==> config.mk <==
export PLATFORM = sky130hd
export DESIGN_NAME = branch_redirect_ctrl
export DESIGN_NICKNAME = d
export VERILOG_FILES = /design/src/rtl/branch_redirect_ctrl.sv
export SDC_FILE = /design/constraint.sdc
export NUM_CORES = 1
export LEC_CHECK = 0
export BUFFER_PORTS_ARGS = -buffer_cell sky130_fd_sc_hd__buf_4
export CORE_ASPECT_RATIO = 1.5
export CORE_UTILIZATION = 45
export DETAILED_ROUTE_END_ITERATION = 10
export PLACE_DENSITY = 0.74
export SYNTH_ARGS = -nofsm -noshare
export SYNTH_HDL_FRONTEND = slang
export SYNTH_SLANG_ARGS = --single-unit
export TNS_END_PERCENT = 5
==> constraint.sdc <==
create_clock -name clk -period 5.1 [get_ports clk]
set_clock_uncertainty 0.2 [all_clocks]
set_input_delay 0.765 -clock clk [delete_from_list [all_inputs] [get_ports clk]]
set_output_delay 0.765 -clock clk [all_outputs]
set_load 0.01 [all_outputs]
==> src/rtl/branch_redirect_ctrl.sv <==
// Branch/trap redirect controller: arbitrates branch and trap redirects, handshakes the
// target to fetch, flushes the front-end, and counts accepted branch redirects.
module branch_redirect_ctrl #(
   parameter int unsigned XLEN         = 32,
   parameter int unsigned DRAIN_CYCLES = 1
) (
   input  logic            clk,
   input  logic            reset_n,
   input  logic            exe_valid_i,
   input  logic            branch_v_i,
   input  logic [XLEN-1:0] pc_nxt_i,
   input  logic            trap_v_i,
   input  logic [XLEN-1:0] trap_pc_i,
   input  logic            if_ready_i,
   output logic            redirect_v_o,
   output logic [XLEN-1:0] redirect_pc_o,
   output logic            flush_if_o,
   output logic            flush_dec_o,
   output logic            exe_stall_o,
   output logic            misalign_v_o,
   output logic [XLEN-1:0] misalign_addr_o,
   output logic [31:0]     taken_cnt_o
);

   typedef enum logic [1:0] {
      IDLE  = 2'd0,
      REQ   = 2'd1,
      DRAIN = 2'd2
   } state_e;

   state_e            state_q, state_d;
   logic [XLEN-1:0]   pc_q, pc_d;
   logic              src_br_q, src_br_d;
   logic [1:0]        cnt_q, cnt_d;
   logic [31:0]       taken_q, taken_d;
   logic              mis_v_q, mis_v_d;
   logic [XLEN-1:0]   mis_addr_q, mis_addr_d;
   logic              redirect_v_q, flush_if_q, flush_dec_q, exe_stall_q;
   logic              branch_ev;

   assign branch_ev = exe_valid_i & branch_v_i;

   always_comb begin
      state_d    = state_q;
      pc_d       = pc_q;
      src_br_d   = src_br_q;
      cnt_d      = cnt_q;
      taken_d    = taken_q;
      mis_v_d    = 1'b0;
      mis_addr_d = mis_addr_q;
      case (state_q)
         IDLE, DRAIN: begin
            if (state_q == DRAIN) begin
               if (cnt_q == 2'd0) state_d = IDLE;
               else               cnt_d   = cnt_q - 2'd1;
            end
            // Trap wins over a simultaneous branch; the branch is dropped uncounted.
            if (trap_v_i) begin
               state_d  = REQ;
               pc_d     = trap_pc_i;
               src_br_d = 1'b0;
            end else if (branch_ev) begin
               if (pc_nxt_i[1:0] != 2'b00) begin
                  mis_v_d    = 1'b1;
                  mis_addr_d = pc_nxt_i;
               end else begin
                  state_d  = REQ;
                  pc_d     = pc_nxt_i;
                  src_br_d = 1'b1;
               end
            end
         end
         REQ: begin
            // A late trap retargets the pending request instead of completing it.
            if (trap_v_i) begin
               pc_d     = trap_pc_i;
               src_br_d = 1'b0;
            end else if (if_ready_i) begin
               state_d = DRAIN;
               cnt_d   = 2'(DRAIN_CYCLES - 1);
               if (src_br_q) taken_d = taken_q + 32'd1;
            end
         end
         default: state_d = IDLE;
      endcase
   end

   always_ff @(posedge clk or negedge reset_n) begin
      if (!reset_n) begin
         state_q      <= IDLE;
         pc_q         <= '0;
         src_br_q     <= 1'b0;
         cnt_q        <= '0;
         taken_q      <= '0;
         mis_v_q      <= 1'b0;
         mis_addr_q   <= '0;
         redirect_v_q <= 1'b0;
         flush_if_q   <= 1'b0;
         flush_dec_q  <= 1'b0;
         exe_stall_q  <= 1'b0;
      end else begin
         state_q      <= state_d;
         pc_q         <= pc_d;
         src_br_q     <= src_br_d;
         cnt_q        <= cnt_d;
         taken_q      <= taken_d;
         mis_v_q      <= mis_v_d;
         mis_addr_q   <= mis_addr_d;
         redirect_v_q <= (state_d == REQ);
         flush_if_q   <= (state_d == REQ) || (state_d == DRAIN);
         flush_dec_q  <= (state_d == REQ);
         exe_stall_q  <= (state_d == REQ);
      end
   end

   assign redirect_v_o    = redirect_v_q;
   assign redirect_pc_o   = pc_q;
   assign flush_if_o      = flush_if_q;
   assign flush_dec_o     = flush_dec_q;
   assign exe_stall_o     = exe_stall_q;
   assign misalign_v_o    = mis_v_q;
   assign misalign_addr_o = mis_addr_q;
   assign taken_cnt_o     = taken_q;

endmodule

; ---- After elaboration in Yosys (flattened, before gate mapping)
; Cells that the tools add are included.
[totals]
regBits = 104
input_bits = 70
output_inout_bits = 101
word_cells = 61
[classes]
addsub = 2
n_eq_ne = 11
n_mux = 27
n_bitwise = 2
reduce_logical = 10
[ops]
columns = cell, count
row1 = 2-to-1 mux 32 bit, 4
row2 = case mux 32 bit (2 select lines), 1
row3 = "adder 32 x 1 -> 32 bit, second input constant", 1
row4 = 2-to-1 mux 2 bit, 11
row5 = AND reduction 4 bit, 3
row6 = "!= test 2 bit, second input constant", 5
row7 = 2-to-1 mux 1 bit, 8
row8 = case mux 2 bit (2 select lines), 2
row9 = "!= test 3 bit, second input constant", 2
row10 = AND reduction 5 bit, 1
row11 = "== test 2 x 1 -> 1 bit, second input constant", 2
row12 = "== test 2 bit, second input constant", 2
row13 = zero test 2 bit, 2
row14 = nonzero test 2 bit, 2
row15 = case mux 1 bit (2 select lines), 1
row16 = OR reduction 2 bit, 1
row17 = "subtractor 2 x 1 -> 2 bit, second input constant", 1
row18 = bitwise AND 1 bit, 1
row19 = logical OR 1 bit, 1
row20 = NOT 1 bit, 1

; ---- Longest topological paths before layout
[logic_depth]
ltp_word = 9
mapped_depth = 6
ltp_nobuf = 6

; ---- Least setup slack after synthesis
; Ideal clock, no wire load.
[synth_timing]
path_kind = input port to flip-flop
startpoint = in trap_v_i
endpoint = reg pc_q[20] (netlist: redirect_pc_o[20])
setup_ns = 0.125
arrival_ns = 1.993
required_ns = 4.775
path_slack_ns = 2.782
cell_stages = 4
path_buffers = 1
cell_sequence = a21oi_1 clkbuf_1 mux2_2 mux2_2
[synth_between]
elab_chain_len = 2
word_cells_on_any_way = 6
classes_between = 3 x eq/ne / 2 x mux / 1 x reduce/logical
[synth_lines]
columns = element, line_no
row1 = start: declaration, 12  ; input logic trap_v_i,
row2 = "!= test 3 bit (no line), or another cell as far along", n/a
row3 = AND reduction 4 bit (no line) or case mux 32 bit (2 select lines) (tied branches), n/a
row4 = end signal: assignment, 103  ; pc_q <= pc_d;
row5 = end: declaration, 32  ; logic [XLEN-1:0] pc_q, pc_d;
; Several ways; a longest one is shown, not always the timed one.
; A chain may end at the register's enable or synchronous reset.

; ---- Final worst setup path
[layout_timing]
startpoint = in pc_nxt_i[0]
endpoint = reg pc_q[18] (netlist: redirect_pc_o[18])
[layout_between]
elab_chain_len = 3
[layout_lines]
columns = element, line_no
row1 = start: declaration, 11  ; input logic [XLEN-1:0] pc_nxt_i,
row2 = nonzero test 2 bit, 63  ; if (pc_nxt_i[1:0] != 2'b00) begin
row3 = != test 3 bit (no line), n/a
row4 = AND reduction 4 bit (no line), n/a
; No other way between the ends.

==> impl_metrics.py <==
metrics = {
    "global_route": {
        "use_met2": 0.375,
        "antenna_found_initial": 0,
        "grt.total_usage": 0.206,
        "met3_usage": 0.0481,
        "grt_pass1_wl_mm": 17.3,
        "first_global_vias": 3559,
        "met1_usage": 0.238,
        "grt-ovfl-total": 0,
        "busiest_layer": "met2",
        "grt_max_degree": 60,
    },
    "drt": {
        "dr.first_iter.drc_count": 91,
        "wire_per_inst_um": 17.1,
        "drc_errors": 0,
        "drt-total-wl_mm": 10.9,
        "vias_per_cell": 5.27,
        "detail-route-antenna-nets": 0,
        "dr_total_vias": 3353,
        "firstDrtPassIters": 4,
    },
    "yosys": {
        "ys_ff_latch": 104,
        "async_flop_share": 1.00,
        "synth_nets": 421,
        "synth_cells": 348,
        "synth_edf_count": 0,
        "synth_top_flop_cell": "dfrtp_1",
        "postSynthAreaPerCell_um2": 13.5,
        "yosysWarningCount": 0,
        "synthesis.area_um2": 4680,
        "netlist-cell-type-count": 38,
        "synth_seq_area_share": 0.556,
    },
    "cts": {
        "cts_tree": "yes",
        "clk_latency_ns": 0.34,
        "cts_setup_buffers": 0,
        "clockBufferDepth": 2,
        "cts-buffers-inserted": 9,
        "h-tree-depth": 3,
        "clk_pin_slew_ns": 0.07,
        "cts.repair.resized": 0,
        "cts.sinks": 104,
        "ctsHoldBuffers": 0,
        "root_buffer": "clkbuf_16",
    },
    "power_and_ir_drop": {
        "seqPwrFrac": 0.419,
        "peakVddDrop_mv": 0.248,
        "power.share.clock": 0.253,
        "combinationalPowerShare": 0.329,
        "p_int_mw": 2.06,
        "p_sw_frac": 0.288,
        "powerDensity_nw_per_um2": 454,
        "power_mw": 2.90,
        "p_leak_nw": 3.03,
        "power_switching_mw": 0.835,
    },
    "critical_path": {
        "critical_path_class": "in2reg",
        "reg2regPathDepth": 4,
        "cp-end-kind": "register",
        "cp-start-kind": "input port",
        "cp_data_arrival_time_ns": 2.54,
        "cp.required_ns": 5.11,
        "crit_fanout": 33,
    },
    "sta": {
        "maxSlewHeadroom": 0.279,
        "report.final.setup_viol": 0,
        "setup_ws_ns": 2.57,
        "hold_viol": 0,
        "fmax_mhz": 396,
        "worstMarginPinSlew_ns": 1.08,
        "min_period_ns": 2.53,
        "slew_viol_final": 0,
        "setup_tns_ns": 0,
        "fin_crit_sh": 0.495,
        "rsz0062_at_grt": "no",
    },
    "die": {
        "die_y_um": 127,
        "initial_core_util": 0.462,
        "num_rows": 45,
        "core_um2": 10100,
        "io_pins": 171,
        "die_area_um2": 10800,
        "die_w_um": 85.3,
    },
    "placed_design": {
        "hpwl_mm": 8.03,
        "gp_congestion": 0.812,
        "pre_cts_slack_ns": 2.17,
        "io_buffers": 170,
    },
    "cells_and_area": {
        "antennaDiodeCount": 0,
        "drive_gt1_frac": 0.574,
        "fin_nets": 587,
        "fillCellCount": 830,
        "multi_input_area_um2": 1960,
        "seq_area_um2": 2600,
        "synthToLayoutAreaGrowth_pct": 36.2,
    },
    "min_path": {
        "hold_path_class": "in2async",
    },
    "flow_run": {
        "max_cap_viol_count": 0,
    },
    "outcome": {
        "status": "finished, final reports clean",
    },
}
-- kinds of logic (layout without fill, tap and decap cells) --
kind of cell    count (synthesis)  in the layout  share of synthesized area
mux                            95             95                      0.228
buf+inv                        31            202                     0.0334
fa+ha+maj                       3              3                    0.00802
simple gates                   72             72                     0.0991
flops                         104            104                      0.556
compound gates                 12             12                     0.0171
xor+xnor                       31             31                     0.0580
-- synthesized netlist by cell type (2+ instances only) --
master / number / area share
a21oi_1: 2 / 0.0021
a221oi_1: 2 / 0.0037
a22o_1: 2 / 0.0037
and4_1: 4 / 0.0075
buf_2: 11 / 0.012
buf_4: 2 / 0.0032
clkbuf_1: 2 / 0.0016
dfrtp_1: 104 / 0.56
ha_1: 3 / 0.0080
inv_1: 13 / 0.010
mux2_1: 3 / 0.0072
mux2_2: 92 / 0.22
nand2_1: 13 / 0.010
nand3_1: 10 / 0.011
nand4_1: 5 / 0.0067
nor2_1: 8 / 0.0064
nor3_1: 4 / 0.0043
nor3_2: 5 / 0.011
nor4_1: 9 / 0.012
nor4_2: 3 / 0.0080
o21ai_0: 4 / 0.0043
or2_2: 2 / 0.0027
xnor2_1: 11 / 0.021
xor2_1: 20 / 0.037
-- sequential cells by signal, indices dropped and copies added, names as in the netlist --
signal	flops
flush_if_o	1
state_q	2
redirect_pc_o	32
misalign_v_o	1
cnt_q	2
exe_stall_o	1
taken_cnt_o	32
src_br_q	1
misalign_addr_o	32
-- placed cells by master, fill, tap and decap left out, types with 4 or more instances in the layout --
| master | count |
|---|---|
| xnor2_1 | 11 |
| nor4_1 | 8 |
| nand4_1 | 5 |
| clkbuf_16 | 9 |
| o21ai_0 | 4 |
| buf_4 | 173 |
| inv_1 | 13 |
| xor2_1 | 20 |
| nor3_2 | 5 |
| nor3_1 | 4 |
| nand2_1 | 13 |
| mux2_2 | 92 |
| nor2_1 | 8 |
| and4_1 | 4 |
| nor4_2 | 4 |
| dfrtp_1 | 104 |
| nand3_1 | 10 |
-- metal layers --
metal	up-vias	routed length, um
met2	114	5830
met3	8	629
met4	0	105
met5	-	0
li1	1558	-
met1	1673	4320
-- power groups by stage --
stage / Clock (mW) / Sequential, mW / Combinational (mW)
2_1_floorplan: 0 / 1.30 / 0.352
3_3_place_gp: 0 / 1.21 / 0.944
3_5_place_dp: 0 / 1.22 / 0.967
4_1_cts: 0.754 / 1.21 / 0.967
5_1_grt: 0.782 / 1.24 / 1.02
6_report: 0.732 / 1.21 / 0.952
-- worst paths after layout --
check	from	to	slack [ns]
max	pc_nxt_i[0]	redirect_pc_o[18]$_DFFE_PN0P_	2.57
min	reset_n	taken_cnt_o[7]$_DFFE_PN0P_	0.29
max reg2reg	state_q[1]$_DFF_PN0_	redirect_pc_o[27]$_DFFE_PN0P_	2.60
min reg2reg	misalign_addr_o[21]$_DFFE_PN0P_	misalign_addr_o[21]$_DFFE_PN0P_	0.29
max in group asynchronous	reset_n	misalign_addr_o[18]$_DFFE_PN0P_	3.34
min in group clk	misalign_addr_o[21]$_DFFE_PN0P_	misalign_addr_o[21]$_DFFE_PN0P_	0.29
-- worst max-delay path, stage by stage --
cell       delay, ns
buf_4           0.12
nor2_1          0.20
a31oi_1         0.21
o2bb2ai_4       0.80
mux2_2          0.42
-- area by class of cell --
cell class / instances / area share
repair buffers: 173 / 0.204
inverters: 13 / 0.00765
multi-input cells: 213 / 0.307
flip-flops and latches: 104 / 0.408
clock inverters: 6 / 0.0129
clock buffers: 10 / 0.0375
well taps: 117 / 0.0230
-- through the flow --
step / cells / hold slack, ns / utilization / instance area (um^2)
2_1_floorplan: 348 / 0.269 / - / 4680
3_3_place_gp: 620 / 0.259 / 0.598 / 6060
3_5_place_dp: 620 / 0.276 / 0.598 / 6060
4_1_cts: 636 / 0.288 / 0.629 / 6380
5_1_grt: 636 / 0.305 / 0.629 / 6380
6_report: 636 / 0.285 / 0.629 / 6380
No activity file was read; power rests on OpenSTA's default activity.
